===== src/rtl/sync_fifo_flags.sv =====
`default_nettype none
// ============================================================================
// Module      : sync_fifo_flags
// Description : Single-clock FIFO with occupancy count, almost-full and
//               almost-empty flags, overflow/underflow pulses, and a
//               standard or first-word-fall-through read port.
// Revision    : 1.0 - initial release
// ============================================================================
module sync_fifo_flags #(
  parameter int WIDTH     = 8,
  parameter int DEPTH     = 16,
  parameter int AF_THRESH = 14,
  parameter int AE_THRESH = 2,
  parameter int FWFT      = 0
) (
  input  logic                     clk,
  input  logic                     rst,
  input  logic                     wr_en,
  input  logic                     rd_en,
  input  logic [WIDTH-1:0]         d_in,
  output logic [WIDTH-1:0]         d_out,
  output logic                     full,
  output logic                     empty,
  output logic                     almost_full,
  output logic                     almost_empty,
  output logic [$clog2(DEPTH):0]   count,
  output logic                     overflow,
  output logic                     underflow
);

  localparam int AW = $clog2(DEPTH);
  localparam int CW = AW + 1;
  localparam logic [CW-1:0] DEPTH_CNT = CW'(DEPTH);
  localparam logic [CW-1:0] AF_CNT    = CW'(AF_THRESH);
  localparam logic [CW-1:0] AE_CNT    = CW'(AE_THRESH);

  // Configuration sanity checks, evaluated once at elaboration.
  generate
    if (WIDTH < 1) begin : g_bad_width
      $error("sync_fifo_flags: WIDTH must be >= 1");
    end
    if (DEPTH < 4 || (DEPTH & (DEPTH - 1)) != 0) begin : g_bad_depth
      $error("sync_fifo_flags: DEPTH must be a power of two and >= 4");
    end
    if (AF_THRESH < 1 || AF_THRESH > DEPTH) begin : g_bad_af
      $error("sync_fifo_flags: AF_THRESH must be in 1..DEPTH");
    end
    if (AE_THRESH < 0 || AE_THRESH > DEPTH - 1) begin : g_bad_ae
      $error("sync_fifo_flags: AE_THRESH must be in 0..DEPTH-1");
    end
    if (FWFT != 0 && FWFT != 1) begin : g_bad_fwft
      $error("sync_fifo_flags: FWFT must be 0 or 1");
    end
  endgenerate

  logic [WIDTH-1:0] mem [DEPTH];
  logic [AW-1:0]    wr_ptr;
  logic [AW-1:0]    rd_ptr;
  logic             rd_acc;
  logic             wr_acc;
  logic [CW-1:0]    count_next;

  // Accept logic: a write into a full FIFO is only taken when a read frees a slot.
  always_comb begin
    rd_acc     = rd_en & ~empty;
    wr_acc     = wr_en & (~full | rd_acc);
    count_next = count + {{AW{1'b0}}, wr_acc} - {{AW{1'b0}}, rd_acc};
  end

  // Pointers, count and flags; flags come from count_next so they track the same edge.
  always_ff @(posedge clk) begin
    if (rst) begin
      wr_ptr       <= '0;
      rd_ptr       <= '0;
      count        <= '0;
      full         <= 1'b0;
      empty        <= 1'b1;
      almost_full  <= 1'b0;
      almost_empty <= 1'b1;
      overflow     <= 1'b0;
      underflow    <= 1'b0;
    end else begin
      if (wr_acc) begin
        wr_ptr <= wr_ptr + AW'(1);
      end
      if (rd_acc) begin
        rd_ptr <= rd_ptr + AW'(1);
      end
      count        <= count_next;
      full         <= (count_next == DEPTH_CNT);
      empty        <= (count_next == '0);
      almost_full  <= (count_next >= AF_CNT);
      almost_empty <= (count_next <= AE_CNT);
      overflow     <= wr_en & ~wr_acc;
      underflow    <= rd_en & ~rd_acc;
    end
  end

  // Storage write; contents are deliberately left untouched by reset.
  always_ff @(posedge clk) begin
    if (!rst && wr_acc) begin
      mem[wr_ptr] <= d_in;
    end
  end

  generate
    if (FWFT != 0) begin : g_fwft
      // Head word shown directly; forced to zero while empty so no stale data leaks out.
      always_comb begin
        d_out = empty ? '0 : mem[rd_ptr];
      end
    end else begin : g_std
      // Registered read: data appears the cycle after an accepted read and holds otherwise.
      always_ff @(posedge clk) begin
        if (rst) begin
          d_out <= '0;
        end else if (rd_acc) begin
          d_out <= mem[rd_ptr];
        end
      end
    end
  endgenerate

endmodule
`default_nettype wire


===== config.mk =====
export PLATFORM = sky130hd
export DESIGN_NAME = sync_fifo_flags
export DESIGN_NICKNAME = d
export VERILOG_FILES = /design/src/rtl/sync_fifo_flags.sv
export SDC_FILE = /design/constraint.sdc
export NUM_CORES = 1
export LEC_CHECK = 0
export BUFFER_PORTS_ARGS = -buffer_cell sky130_fd_sc_hd__buf_2
export CAP_MARGIN = 0
export CORE_ASPECT_RATIO = 0.8
export CORE_UTILIZATION = 45
export CTS_CLUSTER_SIZE = 20
export DETAILED_ROUTE_END_ITERATION = 8
export PLACE_DENSITY_LB_ADDON = 0.2
export SLEW_MARGIN = 20
export SYNTH_ARGS = -nofsm -noshare
export SYNTH_HDL_FRONTEND = slang
export SYNTH_SLANG_ARGS = --single-unit

===== constraint.sdc =====
create_clock -name clk -period 2.7 [get_ports clk]
set_input_delay 0.54 -clock clk [delete_from_list [all_inputs] [get_ports clk]]
set_output_delay 0.54 -clock clk [all_outputs]
set_load 0.02 [all_outputs]

==> flow_summary.yaml, run 1 <==
timing:
  fmax_mhz: 394.8
  skew_ps: 11.18
  setup_viol: 0
  period_share: 0.9381
  drv_slew: 0
  finalCriticalPeriod_ps: 2533
  max-slew-margin-rel: 0.7138
  worst_pin_slew_ps: 427.7
  finalSetupTns_ps: 0
  hold_viol: 0
  setup_ws_ps: 167.1
floorplanning:
  pin_count: 31
  rows: 37
  start_util: 0.4690
  fp.dieArea_um2: 14130
  core_um2: 13100
  die_height_um: 106.5
  die_w_um: 132.6
worst_hold_path:
  hp-class: "in -> reg"
grt:
  gr-usage-all-layers: 0.1897
  grt_pass1_wl_um: 19010
  grt_max_degree: 25
  antenna_found_initial: 0
  grt_pass1_vias: 3377
  grt-ovfl-total: 0
synth:
  ys_seq_area_frac: 0.7135
  synth_cell_type_count: 36
  avgSynthCellArea_um2: 17.46
  yosys_warnings: 0
  syn_nets: 375
  synthCells: 352
  synth_top_cell_by_area: "edfxtp_1"
  synth_top_area_frac: 0.6255
  synth_seq_cells: 155
  syn_area_um2: 6145
  synth_area_leaders: "edfxtp_1 (63%), dfxtp_1 (8.8%), mux4_2 (5.1%)"
final_layout:
  area_delta_synth_final_pct: 18.67
  nets: 446
  antennaDiodeCount: 0
  final_area_um2: 7292
  drive_gt1_frac: 0.2913
worst_setup_path:
  cp_data_required_time_ps: 3010
  cp_top_family: "adder cells"
  cp_max_fo: 5
  critPathLaunchType: "register"
  cp_cell_sequence: "nand2b_1 -> a21boi_2 -> inv_1 -> ha_1 -> inv_1 -> ha_1 -> fa_1 -> a21o_1 -> a21oi_2 -> xnor2_2 -> a41o_1"
  path_buf_inv: 2
  reg2reg_setup_slack_ps: 170
  end_kind: "register"
  cp_slowest_stage_delay_ps: 410
  critPathKind: "reg -> reg"
  crit_arrival_ps: 2840
  critPathSlowestCell: "fa_1"
place:
  place_area_um2: 6706
  dp_slack_ps: -154.7
  hpwl_um: 8107
  gp_congestion: 0.7624
  port_buffers: 30
cts:
  root_buffer: "clkbuf_16"
  holdBufCountCts: 0
  cts_buffers: 17
  h-tree-depth: 4
  clkSinkCount: 155
  ctsLongestPathBuffers: 2
  clock_latency_ps: 420
  clk_pin_slew_worst_paths_ps: 60
  cts_tree: "yes"
drt:
  ant_nets: 0
  vias: 3328
  dr.first_iter.drc_count: 349
  avgRoutedWirePerCell_um: 20.26
  drc: 0
  viasPerCell: 5.447
  detail_route.first_pass.iterations: 6
  drt_wl_total_um: 12380
power_and_ir_drop:
  power_leakage_nw: 2.547
  pwr_density_cell_nw_per_um2: 843.4
  power_mw: 6.150
  ir_drop_mv: 0.4696
outcome:
  status: "finished, final reports clean"
run:
  maxCapViolations: 0
==> flip-flops by register name, indices dropped and copies added, names as in the netlist, 4 cells and up <==
signal and flops:
mem 128, d_out 8, count 5, rd_ptr 4, wr_ptr 4
==> placed cells by master, fill, tap and decap left out, types with 8 or more instances in the layout <==
cell type and instances:
mux4_2 14, ha_1 10, buf_2 30, a22oi_1 15, mux2i_1 17, inv_1 9, clkbuf_16 17, edfxtp_1 128
mux2_2 8, nand2_1 21, o211ai_1 10, nor2_1 25, buf_4 39, dfxtp_1 26, mux4_1 10
==> synthesized netlist by cell type <==
master,count
a22oi_1,15
inv_1,9
ha_1,10
buf_2,7
o22ai_1,1
nor2b_1,3
buf_6,1
clkbuf_1,5
nor4b_1,2
and3b_1,1
nand2_1,21
nor4bb_1,1
mux4_2,14
mux2i_1,17
mux4_1,10
a21o_1,2
buf_4,1
xnor2_1,4
edfxtp_1,128
xor2_1,6
a41o_1,2
nor2_1,25
nand3_1,2
and2_1,1
nand2b_1,4
clkinv_1,1
a21boi_0,1
nor3_1,4
and3_1,1
a21oi_1,4
buf_1,2
o211ai_1,10
fa_1,1
dfxtp_1,27
mux2_2,8
buf_12,1
==> worst min-delay path: cells and delay by family <==
family	cells	cell delay [ps]
buffers and inverters	1	80
AND/OR/NAND/NOR	2	150
==> layout make-up <==
type / instances / area (µm²)
Tap cell: 175 / 219.0
Multi-Input combinational cell: 170 / 1650
Fill cell: 1008 / 5809
Clock inverter: 11 / 96.34
Clock buffer: 21 / 460.4
Sequential cell: 155 / 4385
Timing Repair Buffer: 69 / 442.9
Inverter: 10 / 37.54
==> final timing paths <==
kind	from	to	cells past startpoint
worst max-delay path	empty$_SDFF_PP1_	empty$_SDFF_PP1_	11
worst min-delay path	rst	overflow$_SDFF_PP0_	3
worst max register to register	empty$_SDFF_PP1_	empty$_SDFF_PP1_	11
worst min register to register	d_out[6]$_SDFFE_PP0P_	d_out[6]$_SDFFE_PP0P_	2
==> logic make-up (layout without fill, tap and decap cells) <==
logic type / after synthesis / after routing / share of synthesized area
flops: 155 / 155 / 0.7135
xor+xnor: 10 / 10 / 0.01425
mux: 49 / 49 / 0.1364
fa+ha+maj: 11 / 11 / 0.02362
compound gates: 35 / 35 / 0.04174
buf+inv: 27 / 111 / 0.02240
simple gates: 65 / 65 / 0.04806
==> routing by layer <==
layer	up-vias	track usage	wire length, µm
li1	1518	-	-
met1	1715	0.2619	5736
met2	82	0.2966	5890
met3	13	0.04244	612
met4	0	0.06897	141
met5	-	0	0
==> where the power goes <==
group	switching, mW	internal [mW]	total, mW
clock	0.912	1.31	2.22
sequential	0.0702	2.71	2.78
combinational	0.654	0.491	1.14
total	1.64	4.51	6.15
==> what timing repair did <==
action,in CTS,in global routing
hold endpoints to repair,0,0
setup buffers,0,1
resized for setup,0,4
setup endpoints to repair,0,5
==> metrics by stage <==
step | util | hold slack (ps) | instances
floorplan | - | 494.0 | 352
global placement | 0.5119 | 446.9 | 578
detailed placement | 0.5119 | 478.4 | 578
CTS | 0.5544 | 391.3 | 610
global route | 0.5566 | 431.5 | 611
finish | 0.5566 | 402.3 | 611
Power figures use the tool's default switching activity.
==> run 2, diff against run 1 <==
--- a/config.mk
+++ b/config.mk
@@ -12,6 +12,7 @@
 export CTS_CLUSTER_SIZE = 20
 export DETAILED_ROUTE_END_ITERATION = 8
 export PLACE_DENSITY_LB_ADDON = 0.2
+export REMOVE_ABC_BUFFERS = 1
 export SLEW_MARGIN = 20
 export SYNTH_ARGS = -nofsm -noshare
 export SYNTH_HDL_FRONTEND = slang
==> run 2 against run 1 <==
  * Via count fell by 4.4%
  * Non-clock buffer count is 7 lower
  * Sequential power barely moved
  * Global-route usage is 0.79 points lower
  * Clock power is 3% higher
  * Final cell count is 1.1% lower
  * Clock-buffer cell count shrank 3
  * Maximum frequency rose by 2.2%
  * Power rose by 0.81%
  * Hold slack better by 15 ps
  * Sequential share of layout area is 0.30 points higher
  * Clock skew is 1.4 ps lower
  * Critical path type unchanged
==> flow_summary.yaml, run 2 (synthesis results as in run 1) <==
timing:
  period_share: 0.9183
  setup_ws_ps: 220.6
  rsz0062_at_grt: "no"
  fin_hold_ws_ps: 417.2
  finalCriticalPeriod_ps: 2479
  skew_ps: 9.745
  drv_slew: 0
  hold_viol: 0
  max-slew-margin-rel: 0.5990
  setup_viol: 0
  worst_pin_slew_ps: 600.7
  fmax_mhz: 403.3
floorplanning:
  start_util: 0.4690
  die_w_um: 132.6
  die_height_um: 106.5
  rows: 37
  fp.dieArea_um2: 14130
  core_um2: 13100
  pin_count: 31
worst_setup_path:
  critPathLaunchType: "register"
  cp_max_fo: 5
  r2r_start: "empty$_SDFF_PP1_"
  reg2reg_setup_slack_ps: 220
  r2r-end: "empty$_SDFF_PP1_"
  crit_arrival_ps: 2780
  cp_cell_sequence: "nand2b_1 -> a21boi_1 -> inv_1 -> ha_1 -> inv_1 -> ha_1 -> fa_1 -> a21o_1 -> a21oi_1 -> xnor2_1 -> a41o_1"
  reg2regPathDepth: 11
  cp_data_required_time_ps: 3000
  cp_slowest_stage_delay_ps: 390
  end_kind: "register"
  critPathSlowestCell: "fa_1"
  critPathKind: "reg -> reg"
worst_hold_path:
  worstHoldPathCells: 3
  hp-class: "in -> reg"
  whs_endpoint: "overflow$_SDFF_PP0_"
  worstHoldStart: "rst"
final_layout:
  reg.largest.list: "mem x128, d_out x8, count x5"
  top_register: "mem"
  largest_reg_flops: 128
  final_cell_mix: "edfxtp_1 (128), buf_2 (30), buf_4 (30), dfxtp_1 (26), nor2_1 (25)"
  area_delta_synth_final_pct: 18.08
  fin_util: 0.5538
  nets: 439
  drive_gt1_frac: 0.2657
  antennaDiodeCount: 0
  final_area_um2: 7256
  final_cells: 604
  fillerInstances: 1035
  final_common_cell: "edfxtp_1"
power_and_ir_drop:
  pwr_density_cell_nw_per_um2: 854.5
  power_leakage_nw: 2.513
  ir_drop_mv: 0.6310
cts:
  ctsLongestPathBuffers: 2
  clk_pin_slew_worst_paths_ps: 60
  h-tree-depth: 4
  root_buffer: "clkbuf_16"
  cts_buffers: 17
  clkSinkCount: 155
  clock_latency_ps: 410
  holdBufCountCts: 0
  cts_tree: "yes"
place:
  hpwl_um: 7380
  place_area_um2: 6680
  port_buffers: 30
  placedCellCount: 572
  dp_slack_ps: -114.1
  gp_congestion: 0.7473
outcome:
  status: "finished, final reports clean"
grt:
  grt_use_met3: 0.03624
  grt_util_met1: 0.2484
  grt_pass1_wl_um: 18280
  antenna_found_initial: 0
  grt_max_degree: 44
  gr-usage-all-layers: 0.1818
  grtUsageMet2: 0.2861
  top_usage_layer: "met2"
  grt-ovfl-total: 0
  grt_pass1_vias: 3252
drt:
  dr.first_iter.drc_count: 300
  drc: 0
  drt_wl_total_um: 11720
  ant_nets: 0
  viasPerCell: 5.270
  detail_route.first_pass.iterations: 4
  vias: 3183
  avgRoutedWirePerCell_um: 19.40
run:
  maxCapViolations: 0
==> run 2: changes by cell type in the layout (fill, tap and decap cells not counted), moves of 2 or more <==
cell / previous run / this run
buf_12: 0 / 2
inv_6: 0 / 3
clkbuf_8: 2 / 0
clkinv_2: 4 / 1
nor4b_2: 2 / 0
nor4b_1: 0 / 2
buf_4: 39 / 30
clkinv_1: 1 / 3
==> run 2: how the worst max path moves through the flow <==
stage / startpoint / end / slack, ps / cells past startpoint
global placement: rd_en / empty$_SDFF_PP1_ / -60 / 12
detailed placement: rd_en / empty$_SDFF_PP1_ / -110 / 12
finish: empty$_SDFF_PP1_ / empty$_SDFF_PP1_ / 220 / 11
global route: empty$_SDFF_PP1_ / almost_empty$_SDFF_PP1_ / 20 / 11
CTS: empty$_SDFF_PP1_ / empty$_SDFF_PP1_ / 140 / 11
floorplan: rd_en / empty$_SDFF_PP1_ / -80 / 11
==> run 2: timing repair <==
action / in CTS / in global routing
buffers inserted: 0 / 0
hold endpoints to repair: 0 / 0
gates resized for setup: 0 / 1
setup endpoints to repair: 0 / 4
==> run 2: worst max-delay path: cells and delay by family, from the launching register on <==
| family | cells | cell delay [ps] |
|---|---|---|
| compound gates | 4 | 800 |
| flops | 1 | 300 |
| fa+ha+maj | 3 | 850 |
| xor+xnor | 1 | 170 |
| simple gates | 1 | 150 |
| buf+inv | 2 | 100 |
==> run 2: report_power, final <==
part	switching, mW	internal [mW]
combinational	0.611	0.509
sequential	0.0758	2.71
clock	0.928	1.36
==> run 2: routing by layer <==
layer  wire length [µm]  part of all wire
met1               5695              0.49
met2               5444              0.46
met5                  0                 0
met4                184             0.016
met3                391             0.033
==> run 2: through the flow <==
step           TNS (ps)  power [mW]
2_1_floorplan    -215.2       3.545
3_3_place_gp     -132.0       3.939
3_5_place_dp     -371.1       3.962
4_1_cts               0       6.253
5_1_grt               0       6.453
6_report              0       6.200
==> run 2: area by class of cell <==
class	instances	area, µm²	share of cell area
clock inverter	14	146.4	0.02018
timing repair buffer	62	415.4	0.05725
sequential	155	4385	0.6044
clock buffer	18	429.2	0.05915
inverter	10	37.54	0.005173
multi-input combinational	170	1623	0.2237
tap	175	219.0	0.03018
==> run 3, diff against run 2 <==
--- a/config.mk
+++ b/config.mk
@@ -5,7 +5,7 @@
 export SDC_FILE = /design/constraint.sdc
 export NUM_CORES = 1
 export LEC_CHECK = 0
-export BUFFER_PORTS_ARGS = -buffer_cell sky130_fd_sc_hd__buf_2
+export BUFFER_PORTS_ARGS = -buffer_cell sky130_fd_sc_hd__clkbuf_2
 export CAP_MARGIN = 0
 export CORE_ASPECT_RATIO = 0.8
 export CORE_UTILIZATION = 45
==> constraint.sdc (replaced) <==
create_clock -name clk -period 2.8 [get_ports clk]
set_input_delay 0.56 -clock clk [delete_from_list [all_inputs] [get_ports clk]]
set_output_delay 0.56 -clock clk [all_outputs]
set_load 0.02 [all_outputs]
==> run 3 against run 2 <==
  * Sequential share of layout area about the same
  * Setup slack got worse by 5.7 ps
  * Combinational power down 8%
  * Maximum frequency decreased by 4.1%
  * Cell area about the same
  * Hold slack gained 36 ps
  * Global-route usage grew 0.50 points
  * Clock-buffer cell count is 1 lower
  * First-iteration DRC count fell by 17%
  * Sequential cell count stayed put
  * Register-to-register slack about the same
  * Critical path type unchanged
  * Largest power group unchanged
  * Highest routed layer unchanged
==> flow_summary.yaml, run 3 (synthesis results as in run 1) <==
outcome:
  status: "finished, final reports clean"
drt:
  avgRoutedWirePerCell_um: 20.17
  drt_wl_total_um: 12100
  dr.first_iter.drc_count: 248
  viasPerCell: 5.352
  ant_nets: 0
  detail_route.first_pass.iterations: 4
  vias: 3211
  drc: 0
cts:
  holdBufCountCts: 0
  h-tree-depth: 4
  clock_latency_ps: 410
  root_buffer: "clkbuf_16"
  post_cts_buffers: 0
  cts_tree: "yes"
  clkSinkCount: 155
  ctsLongestPathBuffers: 2
  clk_pin_slew_worst_paths_ps: 60
  cts_buffers: 17
floorplanning:
  fp.dieArea_um2: 14130
  rows: 37
  die_height_um: 106.5
  pin_count: 31
  start_util: 0.4690
  core_um2: 13100
  die_w_um: 132.6
grt:
  gr-usage-all-layers: 0.1868
  antenna_found_initial: 0
  grt_pass1_vias: 3390
  grt-ovfl-total: 0
  grt_max_degree: 27
  grt_pass1_wl_um: 18860
final_layout:
  area_delta_synth_final_pct: 18.16
  reg.largest.list: "mem x128, d_out x8, count x5"
  largest_reg_flops: 128
  nets: 438
  final_cell_mix: "edfxtp_1 (128), clkbuf_2 (30), buf_4 (30), dfxtp_1 (26), nor2_1 (25)"
  final_common_cell: "edfxtp_1"
  fin_util: 0.5542
  antennaDiodeCount: 0
  final_cells: 600
  drive_gt1_frac: 0.2635
  top_register: "mem"
timing:
  setup_ws_ps: 214.9
  period_share: 0.9233
  finalCriticalPeriod_ps: 2585
  worst_pin_slew_ps: 681.5
  max-slew-margin-rel: 0.5440
  drv_slew: 0
  hold_viol: 0
  skew_ps: 10.59
  setup_viol: 0
  fmax_mhz: 386.8
  rsz0062_at_grt: "no"
power_and_ir_drop:
  power_mw: 6.067
  pwr_density_cell_nw_per_um2: 835.6
  power_leakage_nw: 2.518
  ir_drop_mv: 0.6835
worst_setup_path:
  critPathLaunchType: "register"
  critPathKind: "reg -> reg"
  cp_max_fo: 5
  crit_arrival_ps: 2890
  end_kind: "register"
  cp_data_required_time_ps: 3100
place:
  gp_congestion: 0.7483
  placedCellCount: 571
  hpwl_um: 7708
  port_buffers: 30
  dp_slack_ps: -21.88
run:
  maxCapViolations: 0
worst_hold_path:
  hp-class: "in -> reg"
-- run 3: routing by layer --
| layer | vias up | track usage | share of wire |
|---|---|---|---|
| met5 | - | 0 | 0 |
| met4 | 0 | 0.05501 | 0.0056 |
| met3 | 4 | 0.04244 | 0.055 |
| met2 | 91 | 0.2977 | 0.48 |
| met1 | 1615 | 0.2575 | 0.46 |
| li1 | 1501 | - | - |
-- run 3: cell type report --
| type | count | area, µm² |
|---|---|---|
| clock buffer | 17 | 425.4 |
| clock inverter | 12 | 175.2 |
| fill | 1029 | 5841 |
| inverter | 10 | 37.54 |
| multi-input combinational | 170 | 1623 |
| sequential | 155 | 4385 |
| tap | 175 | 219.0 |
| timing repair buffer | 61 | 395.4 |
-- run 3: what timing repair did --
| action | in CTS | in global routing |
|---|---|---|
| hold endpoints to repair | 0 | 0 |
| resized for setup | 0 | 1 |
| setup endpoints to repair | 0 | 4 |
-- run 3: power breakdown --
group | internal, mW | switching, mW | leakage (nW)
clock | 1.47 | 0.864 | 0.288
sequential | 2.62 | 0.0795 | 1.38
combinational | 0.454 | 0.578 | 0.855
total | 4.55 | 1.52 | 2.52
-- run 3: final timing paths --
kind	start	cells past startpoint	endpoint	slack, ps
max	empty$_SDFF_PP1_	11	empty$_SDFF_PP1_	210
min	rst	3	overflow$_SDFF_PP0_	450
max reg2reg	empty$_SDFF_PP1_	11	empty$_SDFF_PP1_	210
min reg2reg	d_out[3]$_SDFFE_PP0P_	2	d_out[3]$_SDFFE_PP0P_	510
-- run 3: per-stage QoR --
stage,TNS (ps),area (µm²),hold slack [ps]
finish,0,7261,453.1
detailed placement,-33.17,6660,484.3
CTS,0,7261,441.2
floorplan,-2.048,6045,494.0
global placement,0,6660,482.8
global route,0,7261,494.0
-- run 3: worst max-delay path, cell delays in order (launching register included) --
cell and delay [ps]:
dfxtp_1 340, nand2b_1 170, a21boi_1 230, inv_1 70, ha_1 280, inv_1 40, ha_1 200, fa_1 390
a21o_1 160, a21oi_1 170, xnor2_1 170, a41o_1 270
